File: src/rtl/k423_pipe_stage.sv
// ============================================================================
// k423_pipe_stage : parametrised valid/ready pipeline register with optional
//                   2-entry skid buffer, pcu clear/stall.   rev 1.0
// ============================================================================
`default_nettype none

module k423_pipe_stage #(
  parameter int DATA_W     = 64,
  parameter int SKID_EN    = 1,
  parameter int CLEAR_DATA = 1
) (
  input  logic              clk_i,
  input  logic              rst_n_i,
  input  logic              clear_i,
  input  logic              stall_i,
  input  logic              up_vld_i,
  output logic              up_rdy_o,
  input  logic [DATA_W-1:0] up_data_i,
  output logic              dn_vld_o,
  input  logic              dn_rdy_i,
  output logic [DATA_W-1:0] dn_data_o,
  output logic [1:0]        occ_o
);

  // State code doubles as the occupancy count.
  localparam logic [1:0] C_EMPTY = 2'd0;
  localparam logic [1:0] C_BUSY  = 2'd1;
  localparam logic [1:0] C_FULL  = 2'd2;

  logic [1:0]        state_q, state_d;
  logic [DATA_W-1:0] main_data_q, main_data_d;
  logic [DATA_W-1:0] skid_data_q, skid_data_d;

  logic w_main_vld;
  logic w_up_rdy;
  logic w_up_fire;
  logic w_dn_fire;

  // --------------------------------------------------------------------------
  // State register
  // --------------------------------------------------------------------------
  always_ff @(posedge clk_i) begin
    if (!rst_n_i) begin
      state_q     <= C_EMPTY;
      main_data_q <= '0;
      skid_data_q <= '0;
    end else begin
      state_q     <= state_d;
      main_data_q <= main_data_d;
      skid_data_q <= skid_data_d;
    end
  end

  // --------------------------------------------------------------------------
  // Next-state and datapath
  // --------------------------------------------------------------------------
  always_comb begin
    state_d     = state_q;
    main_data_d = main_data_q;
    skid_data_d = skid_data_q;
    if (clear_i) begin
      state_d = C_EMPTY;
      if (CLEAR_DATA != 0) begin
        main_data_d = '0;
        skid_data_d = '0;
      end
    end else begin
      case (state_q)
        C_EMPTY: begin
          if (w_up_fire) begin
            state_d     = C_BUSY;
            main_data_d = up_data_i;
          end
        end
        C_BUSY: begin
          if (w_up_fire && w_dn_fire) begin
            main_data_d = up_data_i;
          end else if (w_up_fire && (SKID_EN != 0)) begin
            state_d     = C_FULL;
            skid_data_d = up_data_i;
          end else if (w_dn_fire) begin
            // Payload stays put; only the valid drops.
            state_d = C_EMPTY;
          end
        end
        C_FULL: begin
          if (w_dn_fire) begin
            state_d     = C_BUSY;
            main_data_d = skid_data_q;
          end
        end
        default: begin
          state_d = C_EMPTY;
        end
      endcase
    end
  end

  // --------------------------------------------------------------------------
  // Outputs and handshake terms
  // --------------------------------------------------------------------------
  always_comb begin
    w_main_vld = (state_q != C_EMPTY);
    w_dn_fire  = w_main_vld & dn_rdy_i & ~stall_i & ~clear_i;
    // With the skid enabled, ready never looks at dn_rdy_i.
    if (SKID_EN != 0) begin
      w_up_rdy = ~clear_i & ~stall_i & (state_q != C_FULL);
    end else begin
      w_up_rdy = ~clear_i & ~stall_i & (~w_main_vld | dn_rdy_i);
    end
    w_up_fire = up_vld_i & w_up_rdy;
  end

  assign up_rdy_o  = w_up_rdy;
  assign dn_vld_o  = w_main_vld;
  assign dn_data_o = main_data_q;
  assign occ_o     = state_q;

endmodule

`default_nettype wire

File: config.mk
export PLATFORM = sky130hd
export DESIGN_NAME = k423_pipe_stage
export DESIGN_NICKNAME = d
export VERILOG_FILES = /design/src/rtl/k423_pipe_stage.sv
export SDC_FILE = /design/constraint.sdc
export NUM_CORES = 1
export LEC_CHECK = 0
export ABC_CLOCK_PERIOD_IN_PS = 3410
export CAP_MARGIN = 20
export CORE_MARGIN = 2
export CORE_UTILIZATION = 40
export DETAILED_ROUTE_END_ITERATION = 8
export PLACE_DENSITY = 0.67
export SLEW_MARGIN = 5
export SYNTH_ARGS = -nofsm -noshare
export SYNTH_HDL_FRONTEND = slang
export SYNTH_SLANG_ARGS = --single-unit
File: constraint.sdc
create_clock -name clk_i -period 3.41 [get_ports clk_i]
set_input_delay 0.341 -clock clk_i [delete_from_list [all_inputs] [get_ports clk_i]]
set_output_delay 0.341 -clock clk_i [all_outputs]
set_load 0.01 [all_outputs]
Word level (Yosys, flattened, before mapping)
Cells that the tools add are included.
W data, S select, Z words.
- eq/ne operators: 8
- multiplexer cells: 10
- bitwise gates (word level): 10
- reductions and logical operators: 8
- operators by type and width (kind ; count):
    $mux W64 ; 3
    $pmux W64 S3 ; 1
    $mux W2 ; 5
    $ne A2 B2 Y1 const B ; 5
    $reduce_and A4 Y1 ; 2
    $and A1 B1 Y1 ; 6
    $pmux W2 S3 ; 1
    $not A1 Y1 ; 4
    $ne A3 B3 Y1 const B ; 1
    $reduce_and A3 Y1 ; 1
    $reduce_bool A3 Y1 ; 1
    $eq A2 B1 Y1 const B ; 1
    $eq A2 B2 Y1 const B ; 1
    $logic_not A2 Y1 ; 1
    $reduce_bool A2 Y1 ; 1
    $reduce_or A2 Y1 ; 1
    $logic_and A1 B1 Y1 ; 1
- bits in registers: 130
- bits of input ports: 70
- output and inout port bits: 68
- word-level logic and storage cells: 39

Logic depth before layout (Yosys ltp)
Gate-level depths: netlist of run 1.
- word-level depth: 8
- depth in mapped cells: 7
- gate-level depth less buffers: 4

Least setup slack after synthesis of run 1
OpenSTA, ideal clock, no wires.
- kind: register to output
- from: reg state_q[1] (netlist: occ_o[1])
- to: out up_rdy_o
- arrival time: 1.091 ns
- data required time: 3.069 ns
- setup slack: 1.978 ns
- cell stages (with the launch flop): 6
- buffers on the path: 3
- path through: dfxtp_1 nand2b_1 buf_4 buf_12 buf_6 and2_1
- word-level cells in the longest chain between the ends: 2
- RTL lines (item ; RTL line ; text):
    start: declaration ; 30 ; logic [1:0] state_q, state_d;
    start signal: assignment ; 48 ; state_q <= state_d;
    $ne A2 B2 Y1 ; 107 ; w_up_rdy = ~clear_i & ~stall_i & (state_q != C_FULL);
    $and A1 B1 Y1 ; 107 ;
    end: declaration ; 17 ; output logic up_rdy_o,
No other way between the ends.

Worst setup path after layout of run 1
- from: reg state_q[0] (netlist: occ_o[0])
- to: out up_rdy_o
The elaborated chain is that of the path after synthesis.

==> results.py, run 1 <==
metrics = {
    "clock_tree": {
        "cts_num_sinks": 130,
        "htreeDepth": 4,
        "cts_tree": "yes",
        "clockRootBuffer": "clkbuf_16",
        "clock_path_buffers": 2,
        "cts_hold_buf": 0,
        "worstSkewPairLatency_ns": 0.41,
        "cts_buffers": 17,
        "ctsResizeCount": 0,
        "postCtsSetupRepairBufs": 0,
        "clk_pin_slew_ns": 0.06,
    },
    "critical_path": {
        "crit_chain": "nand2b_4 -> and2_1 -> clkdlybuf4s50_1",
        "cp-start-kind": "register",
        "worstSetupEndpointType": "output port",
        "r2r_setup_slack_ns": 1.12,
        "r2r-start": "occ_o[1]",
        "required_ns": 3.07,
        "crit_type": "register to output port",
        "max_stage_delay_ns": 0.54,
        "arrival_ns": 2.13,
        "reg2regPathDepth": 5,
        "worst_path_max_delay_cell": "clkdlybuf4s50_1",
        "rr_endpoint": "dn_data_o[19]",
        "worstPathBufferInverterCount": 1,
        "cp_max_fo": 29,
        "critPathTopFamily": "simple AND/OR/NAND/NOR gates",
    },
    "place": {
        "portBuffers": 137,
        "post-dp-hpwl_mm": 9.20,
        "place_area_mm2": 0.00704,
        "dp.cells": 869,
        "routabilityCongestion": 0.792,
    },
    "die": {
        "core_region_area_mm2": 0.0144,
        "rows": 44,
        "die_h_um": 125,
        "initial_utilization_pct": 40.7,
        "dieArea_mm2": 0.0157,
        "die_x_um": 125,
        "pin_count": 138,
    },
    "timing": {
        "tightestPinTransition_ns": 0.777,
        "setup_viol": 0,
        "period_minus_slack_ns": 2.47,
        "hold_violations": 0,
        "setup_tns_ns": 0,
        "fin_skew_ns": 0.00885,
        "post-route-period-util_pct": 72.4,
        "timing.slew.headroom_pct": 48.2,
        "rsz0062_at_grt": "no",
        "timing.final.max_slew_violations": 0,
        "hold_ws_ns": 0.450,
        "fmax_mhz": 405,
    },
    "yosys": {
        "ys_ff_latch": 130,
        "syn_nets": 664,
        "synth_compound_area_share_pct": 24.7,
        "yosys.area_share.adder_pct": 0,
        "ys_types": 28,
        "async_reset_ff_share_pct": 0,
        "synth_area_per_cell_um2": 9.88,
        "yosysSeqAreaShare_pct": 44.3,
        "synth_enable_flop_cells": 0,
        "synthSimpleGateAreaFrac_pct": 10.2,
        "yosysWarningCount": 0,
        "synthesis.instances": 594,
        "muxShareOfSynthArea_pct": 10.9,
        "synth_area_mm2": 0.00587,
        "synthXorXnorAreaFrac_pct": 0.149,
        "synth_top_family_by_area": "compound AO/OA/AOI/OAI gates",
        "ys.flop_type": "dfxtp_1",
    },
    "pwr": {
        "power_uw": 3620,
        "p_leak_uw": 0.00285,
        "vdd_drop_max_mv": 0.335,
        "p_per_area_mw_per_mm2": 475,
    },
    "final_layout": {
        "stdcell_count": 900,
        "mostFrequentLayoutCells": "clkdlybuf4s50_1 (137), a21oi_1 (130), nand2_1 (130), dfxtp_1 (130), mux2i_1 (64)",
        "layout_commonest_cell": "clkdlybuf4s50_1",
        "num_antenna_cells": 0,
        "synthToLayoutAreaGrowth_pct": 29.8,
        "nets": 774,
        "final_cell_area_mm2": 0.00762,
        "drive_gt1_share_pct": 15.1,
        "fillCellCount": 1280,
    },
    "global_route": {
        "grt_max_degree": 65,
        "antenna_found_initial": 0,
        "grt_pass1_wl_mm": 24.4,
        "grt_overflow": 0,
        "grt_pass1_vias": 4746,
        "grt_use_total_pct": 19.2,
    },
    "routing": {
        "via_count": 4745,
        "wire_per_inst_um": 16.6,
        "drc": 0,
        "via_per_inst": 5.27,
        "drt_iter0_drc": 269,
        "wl_mm": 14.9,
        "first_pass_iters": 4,
        "final_antenna_net_count": 0,
    },
    "worst_hold_path": {
        "hp-class": "register to register",
        "hold_path_end": "skid_data_q[12]",
        "whs_path_depth": 2,
        "hp-start": "skid_data_q[12]",
    },
    "run_status": {
        "status": "completed",
    },
    "flow_run": {
        "maxCapViolCount": 0,
    },
}
## through the flow
stage | setup WS, ns | util [%]
finish | 0.940 | 52.8
global placement | 0.726 | 48.8
global route | 0.835 | 52.8
CTS | 0.893 | 52.8
floorplan | 1.98 | -
detailed placement | 0.650 | 48.8
## final cells by class
class,count,area [um2],area share (%)
Clock buffer,27,533,7.00
Clock inverter,4,45.0,0.591
Inverter,1,3.75,0.0493
Multi-Input combinational cell,406,2710,35.6
Sequential cell,130,2600,34.2
Tap cell,184,230,3.02
Timing Repair Buffer,148,1490,19.6
## logic make-up after synthesis
kind of cell,after synthesis
flops,130
mux,64
buf+inv,58
xor+xnor,1
compound gates,196
simple gates,145
## power breakdown
part,internal (uW),switching (uW),total (uW)
clock network,1130,617,1750
logic,155,164,319
registers,1540,12.2,1550
total,2820,793,3620
## worst max path at each step
stage                     startpoint             to  slack, ns  cells after the start
after CTS                   occ_o[0]       up_rdy_o       0.89                      3
after floorplan             occ_o[1]       up_rdy_o       1.98                      5
after global routing        occ_o[0]       up_rdy_o       0.83                      3
final                       occ_o[0]       up_rdy_o       0.94                      3
after global placement      dn_rdy_i  dn_data_o[32]       0.73                      6
after detailed placement    dn_rdy_i  dn_data_o[29]       0.65                      6
## Yosys cell counts (2+ instances only)
master	instances	area [um2]
buf_12	9	180
a21oi_1	130	651
a211oi_1	4	30.0
dfxtp_1	130	2600
nand2b_1	2	12.5
nand2_1	130	488
buf_6	22	248
clkbuf_1	9	33.8
mux2i_1	64	641
a211oi_2	60	751
clkbuf_8	2	27.5
nor2b_2	2	17.5
buf_2	13	65.1
nor2_1	3	11.3
## worst reg2reg max path: stages, from the launching register on
cell and delay [ns]:
dfxtp_1 0.39, nand2b_1 0.23, o21ai_4 0.57, and2_4 0.42, buf_12 0.37, a211oi_2 0.16
## per-layer routing
layer	up-vias	share of wire, %	track usage (%)	wire, um
met3	13	5.3	6.03	787
met4	0	0.94	5.23	141
li1	2307	-	-	-
met5	-	0	0	0
met2	124	47	31.5	7020
met1	2301	47	24.5	6990
## registers in the layout (all words and copies together) (netlist names)
signal       count
occ_o            2
skid_data_q     64
dn_data_o       64
Note: power is estimated with default switching activity, not from simulation.
==> run 2, diff against run 1 <==
ABC_CLOCK_PERIOD_IN_PS = 2000   (was 3410)
PLACE_DENSITY = 0.7   (was 0.67)
clock period = 2 ns   (was 3.41 ns; I/O delays follow)
==> run 2 against run 1 <==
Effect of this change: design area rose by 1.2%; combinational power rose by 73%; routed wire length rose by 1.5%; clock power rose by 73%; non-clock buffer count rose by 5; critical endpoint unchanged; largest power group unchanged; highest routed layer unchanged.
==> results.py, run 2 (synthesis results as in run 1) <==
metrics = {
    "flow_run": {
        "maxCapViolCount": 0,
    },
    "critical_path": {
        "worstPathBufferInverterCount": 1,
        "worst_path_max_delay_cell": "clkdlybuf4s50_1",
        "crit_type": "register to output port",
        "worstSetupEndpointType": "output port",
        "crit_chain": "nand2b_4 -> and2_1 -> clkdlybuf4s50_1",
        "r2r_setup_slack_ns": 0.37,
        "r2r-start": "occ_o[1]",
        "cp_max_fo": 7,
        "reg2regPathDepth": 5,
        "arrival_ns": 1.69,
        "required_ns": 1.80,
        "max_stage_delay_ns": 0.56,
        "cp-start-kind": "register",
        "critPathTopFamily": "buffers and inverters",
        "rr_endpoint": "dn_data_o[40]",
    },
    "global_route": {
        "grt_pass1_vias": 5022,
        "grt_overflow": 0,
        "antenna_found_initial": 0,
        "grt_max_degree": 85,
        "grt_pass1_wl_mm": 24.9,
        "grt_use_total_pct": 19.8,
    },
    "die": {
        "rows": 44,
        "dieArea_mm2": 0.0157,
        "die_x_um": 125,
        "die_h_um": 125,
        "core_region_area_mm2": 0.0144,
        "pin_count": 138,
        "initial_utilization_pct": 40.7,
    },
    "clock_tree": {
        "clk_pin_slew_ns": 0.05,
        "clockRootBuffer": "clkbuf_16",
        "htreeDepth": 4,
        "cts_hold_buf": 0,
        "cts_tree": "yes",
        "clock_path_buffers": 2,
        "worstSkewPairLatency_ns": 0.42,
        "cts_buffers": 17,
        "cts_num_sinks": 130,
    },
    "timing": {
        "timing.final.max_slew_violations": 0,
        "post-route-period-util_pct": 94.4,
        "setup_viol": 0,
        "timing.slew.headroom_pct": 63.6,
        "setup_tns_ns": 0,
        "rsz0062_at_grt": "no",
        "hold_violations": 0,
        "fin_skew_ns": 0.00543,
        "period_minus_slack_ns": 1.89,
        "fmax_mhz": 529,
        "tightestPinTransition_ns": 0.546,
    },
    "worst_hold_path": {
        "hold_path_end": "skid_data_q[6]",
        "hp-start": "up_data_i[6]",
        "whs_path_depth": 3,
        "hp-class": "input port to register",
    },
    "final_layout": {
        "synthToLayoutAreaGrowth_pct": 31.4,
        "utilization_pct": 53.5,
        "drive_gt1_share_pct": 16.0,
        "final_cell_area_mm2": 0.00771,
        "fillCellCount": 1281,
        "mostFrequentLayoutCells": "clkdlybuf4s50_1 (137), a21oi_1 (130), nand2_1 (130)",
        "layout_commonest_cell": "clkdlybuf4s50_1",
        "stdcell_count": 904,
        "nets": 779,
        "num_antenna_cells": 0,
    },
    "pwr": {
        "power_switching_share_pct": 22.0,
        "p_per_area_mw_per_mm2": 806,
        "clock_power_share_pct": 48.6,
        "comb_power_share_pct": 8.9,
        "p_leak_uw": 0.00289,
        "intPower_uw": 4850,
        "vdd_drop_max_mv": 0.602,
        "switchingPower_uw": 1370,
        "power_uw": 6210,
        "sequentialPowerShare_pct": 42.5,
    },
    "routing": {
        "drt_iter0_drc": 298,
        "final_antenna_net_count": 0,
        "drc": 0,
        "first_pass_iters": 4,
        "via_count": 4762,
        "wire_per_inst_um": 16.8,
        "via_per_inst": 5.27,
        "wl_mm": 15.2,
    },
    "place": {
        "portBuffers": 137,
        "dp.cells": 874,
        "place_area_mm2": 0.00713,
        "post-dp-hpwl_mm": 9.56,
        "routabilityCongestion": 0.724,
    },
    "run_status": {
        "status": "completed",
    },
}
-- run 2: cell types whose count changed in the layout (fill, tap and decap cells not counted) --
| cell | before | now |
|---|---|---|
| dfxtp_1 | 130 | 129 |
| clkbuf_1 | 3 | 1 |
| buf_12 | 3 | 7 |
| clkbuf_8 | 7 | 8 |
| dfxtp_2 | 0 | 1 |
| buf_4 | 8 | 9 |
-- run 2: worst min-delay path: stages --
cell	delay, ns
clkdlybuf4s50_1	0.41
nand2_1	0.06
a21oi_1	0.05
-- run 2: worst max path at each step --
stage                     startpoint             to  slack [ns]  cells past startpoint
after floorplan             occ_o[0]  dn_data_o[10]        0.65                      6
after global placement      dn_rdy_i  dn_data_o[62]        0.19                      6
after detailed placement    dn_rdy_i  dn_data_o[40]         0.1                      6
after CTS                   occ_o[0]       up_rdy_o        0.04                      3
after global routing        occ_o[0]       up_rdy_o        0.05                      3
final                       occ_o[0]       up_rdy_o        0.11                      3
-- run 2: layer usage --
layer	track usage (%)	wire [um]	part of all wire [%]
met2	34.3	7550	50
met1	22.6	6490	43
met4	6.34	141	0.93
met5	0	0	0
met3	7.36	984	6.5
-- run 2: through the flow --
| stage | hold slack (ns) | setup slack [ns] |
|---|---|---|
| 2_1_floorplan | 0.336 | 0.648 |
| 5_1_grt | 0.361 | 0.0512 |
| 4_1_cts | 0.344 | 0.0367 |
| 3_5_place_dp | 0.446 | 0.0960 |
| 3_3_place_gp | 0.441 | 0.189 |
| 6_report | 0.362 | 0.111 |
-- run 2: layout make-up --
cell class / count / area (um2) / area share [%]
repair buffers: 153 / 1580 / 20.5
flip-flops and latches: 130 / 2600 / 33.7
multi-input cells: 406 / 2710 / 35.2
clock inverters: 4 / 45.0 / 0.584
clock buffers: 26 / 539 / 6.99
well taps: 184 / 230 / 2.98
inverters: 1 / 3.75 / 0.0487
-- run 2: timing repair --
action                                  in CTS  in global routing
endpoints found under the setup margin       0                  1
buffers inserted                             0                  0
gates resized for setup                      0                  1
endpoints found under the hold margin        0                  0
-- run 2: power by group through the flow --
stage | clock, uW | combinational, uW | sequential, uW
CTS | 3080 | 555 | 2640
global placement | 0 | 538 | 2700
detailed placement | 0 | 552 | 2700
finish | 3020 | 552 | 2640
floorplan | 0 | 300 | 2710
global route | 3210 | 592 | 2640
